`config.mk`:
```
export PLATFORM = sky130hd
export DESIGN_NAME = dram_request_scheduler
export DESIGN_NICKNAME = d
export VERILOG_FILES = /design/src/rtl/dram_request_scheduler.sv
export SDC_FILE = /design/constraint.sdc
export NUM_CORES = 2
export LEC_CHECK = 0
export BUFFER_PORTS_ARGS = -buffer_cell sky130_fd_sc_hd__buf_2
export CORE_MARGIN = 3
export CORE_UTILIZATION = 40
export CTS_CLUSTER_DIAMETER = 40
export DETAILED_ROUTE_END_ITERATION = 7
export SYNTH_ARGS = -nofsm -noshare
export SYNTH_HDL_FRONTEND = slang
export SYNTH_SLANG_ARGS = --single-unit
```
`constraint.sdc`:
```
create_clock -name CLK -period 8.4 [get_ports CLK]
set_clock_uncertainty 0.05 [all_clocks]
set_input_delay 0.42 -clock CLK [delete_from_list [all_inputs] [get_ports CLK]]
set_output_delay 0.42 -clock CLK [all_outputs]
set_load 0.02 [all_outputs]
```
`src/rtl/dram_request_scheduler.sv`:
```
// dram_request_scheduler: split read/write request queues with a watermark write-drain
// policy, read-after-write ordering, in-order outstanding tracking and completion callbacks.
// Optional build macro SCHED_PERF_EN adds saturating issue and mode-switch counters.
module dram_request_scheduler #(
    parameter int WORD_W   = 32,
    parameter int RQ_DEPTH = 8,
    parameter int WQ_DEPTH = 8,
    parameter int WQ_HI    = 6,
    parameter int WQ_LO    = 2,
    parameter int MAX_OUT  = 4
) (
    input  logic              CLK,
    input  logic              RST,
    input  logic              dREN,
    input  logic              dWEN,
    input  logic [WORD_W-1:0] memaddr,
    input  logic [WORD_W-1:0] memstore,
    output logic              dwait,
    output logic              ramREN,
    output logic              ramWEN,
    output logic [WORD_W-1:0] ramaddr_rq,
    output logic [WORD_W-1:0] ramstore_rq,
    input  logic              ram_ready,
    output logic [WORD_W-1:0] ramaddr_rq_ft,
    output logic [WORD_W-1:0] ramstore_rq_ft,
    output logic              ft_valid,
    input  logic              request_done,
    output logic [WORD_W-1:0] memaddr_callback,
    output logic              callback_valid,
    output logic              callback_wr,
    output logic              err
`ifdef SCHED_PERF_EN
    ,
    output logic [31:0]       perf_rd_issued,
    output logic [31:0]       perf_wr_issued,
    output logic [31:0]       perf_mode_sw
`endif
);
    localparam int RQ_AW = $clog2(RQ_DEPTH);
    localparam int RQ_CW = RQ_AW + 1;
    localparam int WQ_AW = $clog2(WQ_DEPTH);
    localparam int WQ_CW = WQ_AW + 1;
    localparam int OT_AW = $clog2(MAX_OUT);
    localparam int OT_CW = OT_AW + 1;

    typedef enum logic {READ_MODE, WRITE_DRAIN} mode_e;

    logic [WORD_W-1:0] rq_mem_q [RQ_DEPTH];
    logic [WORD_W-1:0] rq_mem_d [RQ_DEPTH];
    logic [RQ_AW-1:0]  rq_rp_q, rq_rp_d, rq_wp_q, rq_wp_d, rq_rp_nx;
    logic [RQ_CW-1:0]  rq_cnt_q, rq_cnt_d;

    logic [WORD_W-1:0] wq_addr_q [WQ_DEPTH];
    logic [WORD_W-1:0] wq_addr_d [WQ_DEPTH];
    logic [WORD_W-1:0] wq_data_q [WQ_DEPTH];
    logic [WORD_W-1:0] wq_data_d [WQ_DEPTH];
    logic [WQ_AW-1:0]  wq_rp_q, wq_rp_d, wq_wp_q, wq_wp_d, wq_rp_nx;
    logic [WQ_CW-1:0]  wq_cnt_q, wq_cnt_d;
    logic [WQ_AW-1:0]  wq_off [WQ_DEPTH];

    logic [WORD_W-1:0] ot_addr_q [MAX_OUT];
    logic [WORD_W-1:0] ot_addr_d [MAX_OUT];
    logic              ot_wr_q [MAX_OUT];
    logic              ot_wr_d [MAX_OUT];
    logic [OT_AW-1:0]  ot_rp_q, ot_rp_d, ot_wp_q, ot_wp_d;
    logic [OT_CW-1:0]  ot_cnt_q, ot_cnt_d;

    mode_e             mode_q, mode_d;
    logic              hold_q, hold_d, hold_wr_q, hold_wr_d;
    logic              cb_valid_q, cb_valid_d, cb_wr_q, cb_wr_d, err_q, err_d;
    logic [WORD_W-1:0] cb_addr_q, cb_addr_d;

    logic raw_hit, sel_wr, can_out, rd_ok, wr_ok, issue;
    logic rq_full, wq_full, rq_push, wq_push, rq_pop, wq_pop, ot_pop;

    always_comb begin
        rq_rp_nx = rq_rp_q + RQ_AW'(1);
        wq_rp_nx = wq_rp_q + WQ_AW'(1);
        rq_full  = (rq_cnt_q == RQ_CW'(RQ_DEPTH));
        wq_full  = (wq_cnt_q == WQ_CW'(WQ_DEPTH));
        dwait    = dWEN ? wq_full : (dREN & rq_full);
        wq_push  = dWEN & ~wq_full;
        rq_push  = dREN & ~dWEN & ~rq_full;

        // RAW hazard: read-queue head matches any live write-queue entry
        raw_hit = 1'b0;
        for (int i = 0; i < WQ_DEPTH; i++) begin
            wq_off[i] = WQ_AW'(i) - wq_rp_q;
            if ((rq_cnt_q != '0) && ({1'b0, wq_off[i]} < wq_cnt_q) &&
                (wq_addr_q[i] == rq_mem_q[rq_rp_q]))
                raw_hit = 1'b1;
        end

        // A presented-but-unaccepted request keeps its queue selected until taken
        sel_wr  = hold_q ? hold_wr_q : (mode_q == WRITE_DRAIN);
        can_out = (ot_cnt_q < OT_CW'(MAX_OUT));
        rd_ok   = ~sel_wr & (rq_cnt_q != '0) & can_out & (hold_q | ~raw_hit);
        wr_ok   = sel_wr & (wq_cnt_q != '0) & can_out;
        issue   = (rd_ok | wr_ok) & ram_ready;
        rq_pop  = issue & rd_ok;
        wq_pop  = issue & wr_ok;
        ot_pop  = request_done & (ot_cnt_q != '0);

        ramREN      = rd_ok;
        ramWEN      = wr_ok;
        ramaddr_rq  = rd_ok ? rq_mem_q[rq_rp_q] : (wr_ok ? wq_addr_q[wq_rp_q] : '0);
        ramstore_rq = wr_ok ? wq_data_q[wq_rp_q] : '0;

        ft_valid       = sel_wr ? (wq_cnt_q >= WQ_CW'(2)) : (rq_cnt_q >= RQ_CW'(2));
        ramaddr_rq_ft  = '0;
        ramstore_rq_ft = '0;
        if (ft_valid) begin
            ramaddr_rq_ft  = sel_wr ? wq_addr_q[wq_rp_nx] : rq_mem_q[rq_rp_nx];
            ramstore_rq_ft = sel_wr ? wq_data_q[wq_rp_nx] : '0;
        end
    end

    always_comb begin
        rq_mem_d = rq_mem_q;
        rq_wp_d  = rq_wp_q;
        rq_rp_d  = rq_rp_q;
        if (rq_push) begin
            rq_mem_d[rq_wp_q] = memaddr;
            rq_wp_d           = rq_wp_q + RQ_AW'(1);
        end
        if (rq_pop) rq_rp_d = rq_rp_nx;
        rq_cnt_d = rq_cnt_q + RQ_CW'(rq_push) - RQ_CW'(rq_pop);

        wq_addr_d = wq_addr_q;
        wq_data_d = wq_data_q;
        wq_wp_d   = wq_wp_q;
        wq_rp_d   = wq_rp_q;
        if (wq_push) begin
            wq_addr_d[wq_wp_q] = memaddr;
            wq_data_d[wq_wp_q] = memstore;
            wq_wp_d            = wq_wp_q + WQ_AW'(1);
        end
        if (wq_pop) wq_rp_d = wq_rp_nx;
        wq_cnt_d = wq_cnt_q + WQ_CW'(wq_push) - WQ_CW'(wq_pop);

        ot_addr_d = ot_addr_q;
        ot_wr_d   = ot_wr_q;
        ot_wp_d   = ot_wp_q;
        ot_rp_d   = ot_rp_q;
        if (issue) begin
            ot_addr_d[ot_wp_q] = ramaddr_rq;
            ot_wr_d[ot_wp_q]   = ramWEN;
            ot_wp_d            = ot_wp_q + OT_AW'(1);
        end
        if (ot_pop) ot_rp_d = ot_rp_q + OT_AW'(1);
        ot_cnt_d = ot_cnt_q + OT_CW'(issue) - OT_CW'(ot_pop);

        cb_valid_d = ot_pop;
        cb_addr_d  = ot_pop ? ot_addr_q[ot_rp_q] : '0;
        cb_wr_d    = ot_pop & ot_wr_q[ot_rp_q];
        err_d      = err_q | (request_done & (ot_cnt_q == '0));

        hold_d    = (rd_ok | wr_ok) & ~ram_ready;
        hold_wr_d = wr_ok & ~ram_ready;

        mode_d = mode_q;
        case (mode_q)
            READ_MODE:
                if ((wq_cnt_q >= WQ_CW'(WQ_HI)) || ((rq_cnt_q == '0) && (wq_cnt_q != '0)) || raw_hit)
                    mode_d = WRITE_DRAIN;
            WRITE_DRAIN:
                if ((wq_cnt_q == '0) || ((wq_cnt_q <= WQ_CW'(WQ_LO)) && !raw_hit))
                    mode_d = READ_MODE;
            default: mode_d = READ_MODE;
        endcase
    end

    always_ff @(posedge CLK) begin
        rq_mem_q  <= rq_mem_d;
        wq_addr_q <= wq_addr_d;
        wq_data_q <= wq_data_d;
        ot_addr_q <= ot_addr_d;
        ot_wr_q   <= ot_wr_d;
    end

    always_ff @(posedge CLK or posedge RST) begin
        if (RST) begin
            rq_rp_q    <= '0;
            rq_wp_q    <= '0;
            rq_cnt_q   <= '0;
            wq_rp_q    <= '0;
            wq_wp_q    <= '0;
            wq_cnt_q   <= '0;
            ot_rp_q    <= '0;
            ot_wp_q    <= '0;
            ot_cnt_q   <= '0;
            mode_q     <= READ_MODE;
            hold_q     <= 1'b0;
            hold_wr_q  <= 1'b0;
            cb_valid_q <= 1'b0;
            cb_wr_q    <= 1'b0;
            cb_addr_q  <= '0;
            err_q      <= 1'b0;
        end else begin
            rq_rp_q    <= rq_rp_d;
            rq_wp_q    <= rq_wp_d;
            rq_cnt_q   <= rq_cnt_d;
            wq_rp_q    <= wq_rp_d;
            wq_wp_q    <= wq_wp_d;
            wq_cnt_q   <= wq_cnt_d;
            ot_rp_q    <= ot_rp_d;
            ot_wp_q    <= ot_wp_d;
            ot_cnt_q   <= ot_cnt_d;
            mode_q     <= mode_d;
            hold_q     <= hold_d;
            hold_wr_q  <= hold_wr_d;
            cb_valid_q <= cb_valid_d;
            cb_wr_q    <= cb_wr_d;
            cb_addr_q  <= cb_addr_d;
            err_q      <= err_d;
        end
    end

    assign callback_valid   = cb_valid_q;
    assign callback_wr      = cb_wr_q;
    assign memaddr_callback = cb_addr_q;
    assign err              = err_q;

`ifdef SCHED_PERF_EN
    logic [31:0] perf_rd_q, perf_rd_d, perf_wr_q, perf_wr_d, perf_sw_q, perf_sw_d;

    function automatic logic [31:0] sat_inc(input logic [31:0] v, input logic en);
        return (en && (v != '1)) ? v + 32'd1 : v;
    endfunction

    always_comb begin
        perf_rd_d = sat_inc(perf_rd_q, rq_pop);
        perf_wr_d = sat_inc(perf_wr_q, wq_pop);
        perf_sw_d = sat_inc(perf_sw_q, mode_d != mode_q);
    end

    always_ff @(posedge CLK or posedge RST) begin
        if (RST) begin
            perf_rd_q <= '0;
            perf_wr_q <= '0;
            perf_sw_q <= '0;
        end else begin
            perf_rd_q <= perf_rd_d;
            perf_wr_q <= perf_wr_d;
            perf_sw_q <= perf_sw_d;
        end
    end

    assign perf_rd_issued = perf_rd_q;
    assign perf_wr_issued = perf_wr_q;
    assign perf_mode_sw   = perf_sw_q;
`endif
endmodule

```
=== Word-level counts from Yosys, hierarchy flattened ===
Index checks and enable logic that the tools add are counted.

* Register bits: 965
* Bits of input ports: 70
* Output and inout port bits: 167
* Logic and storage cells: 227

* $add $sub $neg: 20
* Magnitude comparators: 24
* Eq/ne operators: 10
* Mux-type cells: 59
* Bitwise gates (word level): 35
* Reduce and logical (&&, ||, !) cells: 31

{| class="wikitable"
|+ Operator list
! operator !! number
|-
| $mux 32 || 25
|-
| $bwmux 256 || 3
|-
| $bmux 32 s3 || 6
|-
| $eq 32x32->1 || 8
|-
| $demux 32 s3 || 2
|-
| $bwmux 128 || 1
|-
| $bmux 32 s2 || 1
|-
| $demux 32 s2 || 1
|-
| $lt 3x4->1 || 8
|-
| $ge 4x4->1 const B || 6
|-
| $not 3->4 || 6
|-
| $logic_and 1x1->1 || 21
|-
| $and 1x1->1 || 17
|-
| $mux 1 || 16
|-
| $add 3x1->3 const B || 4
|-
| $sub 3x3->3 const A || 4
|-
| $add 4x1->4 || 2
|-
| $eq 4x4->1 const B || 2
|-
| $ge 4x2->1 const B || 2
|-
| $logic_not 4->1 || 2
|-
| $lt 4x1->1 const B || 2
|-
| $reduce_bool 4->1 || 2
|-
| $sub 4x1->4 || 2
|-
| $not 1->1 || 7
|-
| other kinds (20) || 29
|}

=== Logic depth before layout (Yosys ltp) ===
* Depth after elaboration: 21
* Gate-level depth with buffers: 27
* Gate-level depth less buffers: 21

=== Worst setup path after synthesis ===
No wires, ideal clock.

* Path kind: reg2reg
* Start: register wq_rp_q[0]
* End: register ot_cnt_q[2]
* Library setup time: 0.123 ns
* Arrival time: 6.314 ns
* Data required time: 8.227 ns
* Path slack: 1.913 ns
* Cell stages (with the launch flop): 28
* Path buffers: 7
* Clock period less this slack: 6.487 ns
* Cell sequence: dfrtp_1 > clkbuf_1 > clkbuf_1 > buf_1 > buf_1 > inv_1 > ha_1 > clkbuf_1 > clkbuf_1 > clkbuf_1 > inv_1 > ha_1 > a21oi_1 > o31a_1 > nand4b_1 > or4_1 > nor4_1 > a22oi_1 > a41oi_2 > a21oi_2 > inv_1 > ha_1 > inv_1 > ha_1 > inv_1 > fa_1 > xnor2_1 > xnor2_1

{| class="wikitable"
|+ RTL lines
! item !! RTL line !! text
|-
| start, declared || 57 || <nowiki>logic [WQ_AW-1:0] wq_rp_q, wq_rp_d, wq_wp_q, wq_wp_d, wq_rp_nx;</nowiki>
|-
| start signal, assigned || 203 || <nowiki>wq_rp_q <= wq_rp_d;</nowiki>
|-
| end signal, assigned || 208 || <nowiki>ot_cnt_q <= ot_cnt_d;</nowiki>
|-
| end, declared || 66 || <nowiki>logic [OT_CW-1:0] ot_cnt_q, ot_cnt_d;</nowiki>
|}

==> flow_summary.ini <==
[outcome]
status = completed

[clock_tree]
tritoncts.num_buffers = 136
cts_setup_buffers = 0
cts_hold_repair.buffers = 39
cts-htree-levels = 4
clk_latency_ps = 750
clockRootBuffer = clkbuf_16
clkTransAtPathRegs_ps = 60
largest_buffer_count_on_any_clock_path = 3
cts_resized = 0
tritoncts = built
cts.sink_count = 965

[routing]
post_drt_wl_per_cell_um = 30.9
total_via_count_after_detailed_routing = 30737
drtPass1Iterations = 8
drt_first_iter_violations = 3187
drt_drc_violations_left = 0
ant_nets = 0
post_drt_via_cell_ratio = 6.15
wirelength_um = 155000

[worst_setup_path]
critPathRequiredTime_ps = 7930
cp_top_family = simple AND/OR/NAND/NOR gates
arrival_time_worst_endpoint_ps = 6570
worstSetupStartpointType = flip-flop
path_common_cell = a22o_1
path_max_fanout = 47
cp-end-kind = output pin
delay_of_the_slowest_critical_path_stage_ps = 940
critical_path.n_buffers_inverters = 3
worst_path_max_delay_cell = ha_4
critical_path.cell_chain = inv_1 -> ha_4 -> ha_1 -> nor2b_1 -> a22o_1 -> a221oi_1 -> nand3_1 -> or4_1 -> nor4_1 -> a22oi_1 -> a41oi_2 -> nand2b_4 -> inv_4 -> a22o_1 -> buf_2
setup.worst_path.class = reg2out

[synth]
synth_adder_area_share_pct = 1.16
synth_cells = 3081
synth-compound-area-share_pct = 6.80
synth_edf_count = 900
synth.area.top_cells = edfxtp_1 57%, mux4_2 11%, mux2i_1 7.1%
synth_ff_type = edfxtp_1
synth_top_cell_by_area = edfxtp_1
main_combinational_cell_family_by_area_after_synthesis = multiplexers
number_of_warning_messages_in_the_yosys_log = 0
synth_sequential_area_ratio_pct = 60.6
post_synth_mux_area_share_pct = 19.4
synth_nets = 3193
netlist.area_leader.share_pct = 57.1
synth.ff_latch_count = 965
synthesis.area_um2 = 47300
post_synth_num_cell_types = 57
synth.avg_cell_area_um2 = 15.4
post_synth_and_or_nand_nor_area_fraction_pct = 6.71
synth-async-reset-ratio_pct = 6.74
post_synth_xor_area_fraction_pct = 3.22

[placement]
dpl-instance-area_um2 = 50300
placed_cells = 4707
dp.final_hpwl_um = 102000
gp_congestion = 0.998
place.port_buffers = 236

[power]
static-leakage-power_nw = 19.5
switching_power_as_a_share_of_total_power_pct = 43.8
comb_power_share_pct = 50.6
report.power.total_w = 0.0256
clock_power_share_pct = 22.4
p_switching_w = 0.0112
peakVddDrop_mv = 0.332
p_per_area_nw_per_um2 = 462
internal_dissipation_w = 0.0144
share_seq_of_total_power_pct = 26.9

[timing]
slew-limit-headroom_pct = 6.63
setup_viol = 0
part_of_the_cycle_the_worst_path_needs_pct = 83.8
tns_ps = 0
final-max-slew-violation-count = 0
final_report_hold_violation_count = 0
transition_time_of_the_tightest_slew_check_pin_ps = 1400
post-route-min-period_ps = 7040
finalHoldWorstSlack_ps = 44.2
unrepaired_setup_endpoints_after_global_routing = no
top_achievable_clock_speed_ghz = 0.142

[cells_and_area]
fin_nets = 3472
area_growth_pct = 17.0
final_design_area_no_fill_um2 = 55300
layout-drive-gt1-share_pct = 24.8
fillCellCount = 10036
finalNonFillerCells = 5001

[floorplanning]
die_h_um = 350
floorplan.initialDensity_pct = 40.5
fp.coreArea_um2 = 117000
io_pins = 237
fp.dieArea_um2 = 122000
placementRows = 125
die_width_um = 350

[worst_hold_path]
hp-class = in2reg

[global_route]
grt_max_degree = 133
wire_length_of_the_first_global_routing_pass_um = 219000
antenna_found_initial = 16
grt_pass1_vias = 30426
grtUsageTotal_pct = 25.1
gr-total-overflow = 0

[job]
max_cap_viol_count = 0
-- cells in the mapped netlist, types with 54 or more instances --
library cell / number
a22o_1: 55
mux4_2: 240
xnor2_1: 77
nand2_1: 161
a22oi_1: 131
dfrtp_1: 65
mux2i_1: 335
o21ai_0: 106
clkbuf_1: 131
xor2_1: 97
edfxtp_1: 900
or3_1: 54
nor3_1: 63
-- worst paths after layout --
check                      depth (start not counted)             end  slack, ps   startpoint
max reg2reg                                       17     rq_cnt_q[2]       2200   wq_rp_q[0]
min reg2reg                                        1             err        450          err
min in group asynchronous                          3     ot_cnt_q[1]        340          RST
min                                                1   rq_mem_q[154]         40  memaddr[26]
max in group asynchronous                          4      rq_rp_q[0]       6820          RST
max                                               15  ramaddr_rq[16]       1360   wq_rp_q[0]
-- registers in the layout (all words and copies together), names as in the netlist, 4 cells and up --
signal	flops
ot_wr_q	4
wq_data_q	256
memaddr_callback	32
rq_cnt_q	4
wq_cnt_q	4
ot_addr_q	128
rq_mem_q	256
wq_addr_q	256
-- metal layers --
| layer | up-vias | share of wire [%] | track usage, % |
|---|---|---|---|
| met5 | - | 0.032 | 0 |
| met4 | 8 | 5.0 | 11.8 |
| met3 | 374 | 8.3 | 5.48 |
| met2 | 1450 | 47 | 40.3 |
| met1 | 15907 | 40 | 32.4 |
| li1 | 12998 | - | - |
-- power groups by stage --
stage	logic, W	clock network (W)	registers, W
5_1_grt	0.0136	0.00604	0.00696
6_report	0.0129	0.00574	0.00689
3_3_place_gp	0.0128	0	0.00695
2_1_floorplan	0.00826	0	0.00672
4_1_cts	0.0129	0.00582	0.00687
3_5_place_dp	0.0128	0	0.00697
-- layout by cell type, fill, tap and decap left out, drive strengths merged, types with 10 or more instances in the layout --
cell type	synthesis	routed
edfxtp	900	900
mux2i	341	341
buf	76	309
mux4	240	240
nand2	161	161
clkbuf	131	159
a22oi	131	131
o21ai	109	109
xor2	97	97
xnor2	77	77
dfrtp	65	65
nor3	63	63
inv	35	57
a22o	55	55
or3	54	54
a21oi	51	51
nand4	50	50
clkinv	1	47
and2	42	42
nand3	40	40
dlygate4sd3	0	39
ha	39	39
nor2b	37	37
and3	35	35
a311oi	32	32
nor2	32	32
a211oi	31	31
mux2	24	24
nor4b	14	14
a21boi	13	13
a221oi	13	13
nand4b	12	12
clkinvlp	0	12
bufinv	0	12
or2	11	11
o22ai	11	11
or4	11	11
nor4	11	11
nand2b	10	10
-- per-stage QoR --
stage	setup slack, ps	util (%)
after CTS	1380	47.3
after global routing	1110	47.3
final	1360	47.4
after floorplan	1910	-
after detailed placement	2150	43.1
after global placement	2220	43.1
-- layout make-up --
type	instances	area [um2]	share of cell area (%)
timing repair buffer	348	2130	3.85
clock buffer	159	3660	6.61
clock inverter	92	948	1.71
inverter	36	139	0.251
multi-input combinational	1873	17900	32.3
antenna	4	10.0	0.0181
sequential	965	28700	51.8
tap	1524	1910	3.45
-- cells by family (layout without fill, tap and decap cells) --
family | after synthesis | in the layout
adders and majority gates | 42 | 42
and+or+nand+nor | 588 | 588
xor gates and xnor gates | 174 | 174
DFF | 965 | 965
muxes | 605 | 605
buffers and inverters | 243 | 635
AOI/OAI and AO/OA | 464 | 464
other | 0 | 4
(Power assumes the default switching activity.)
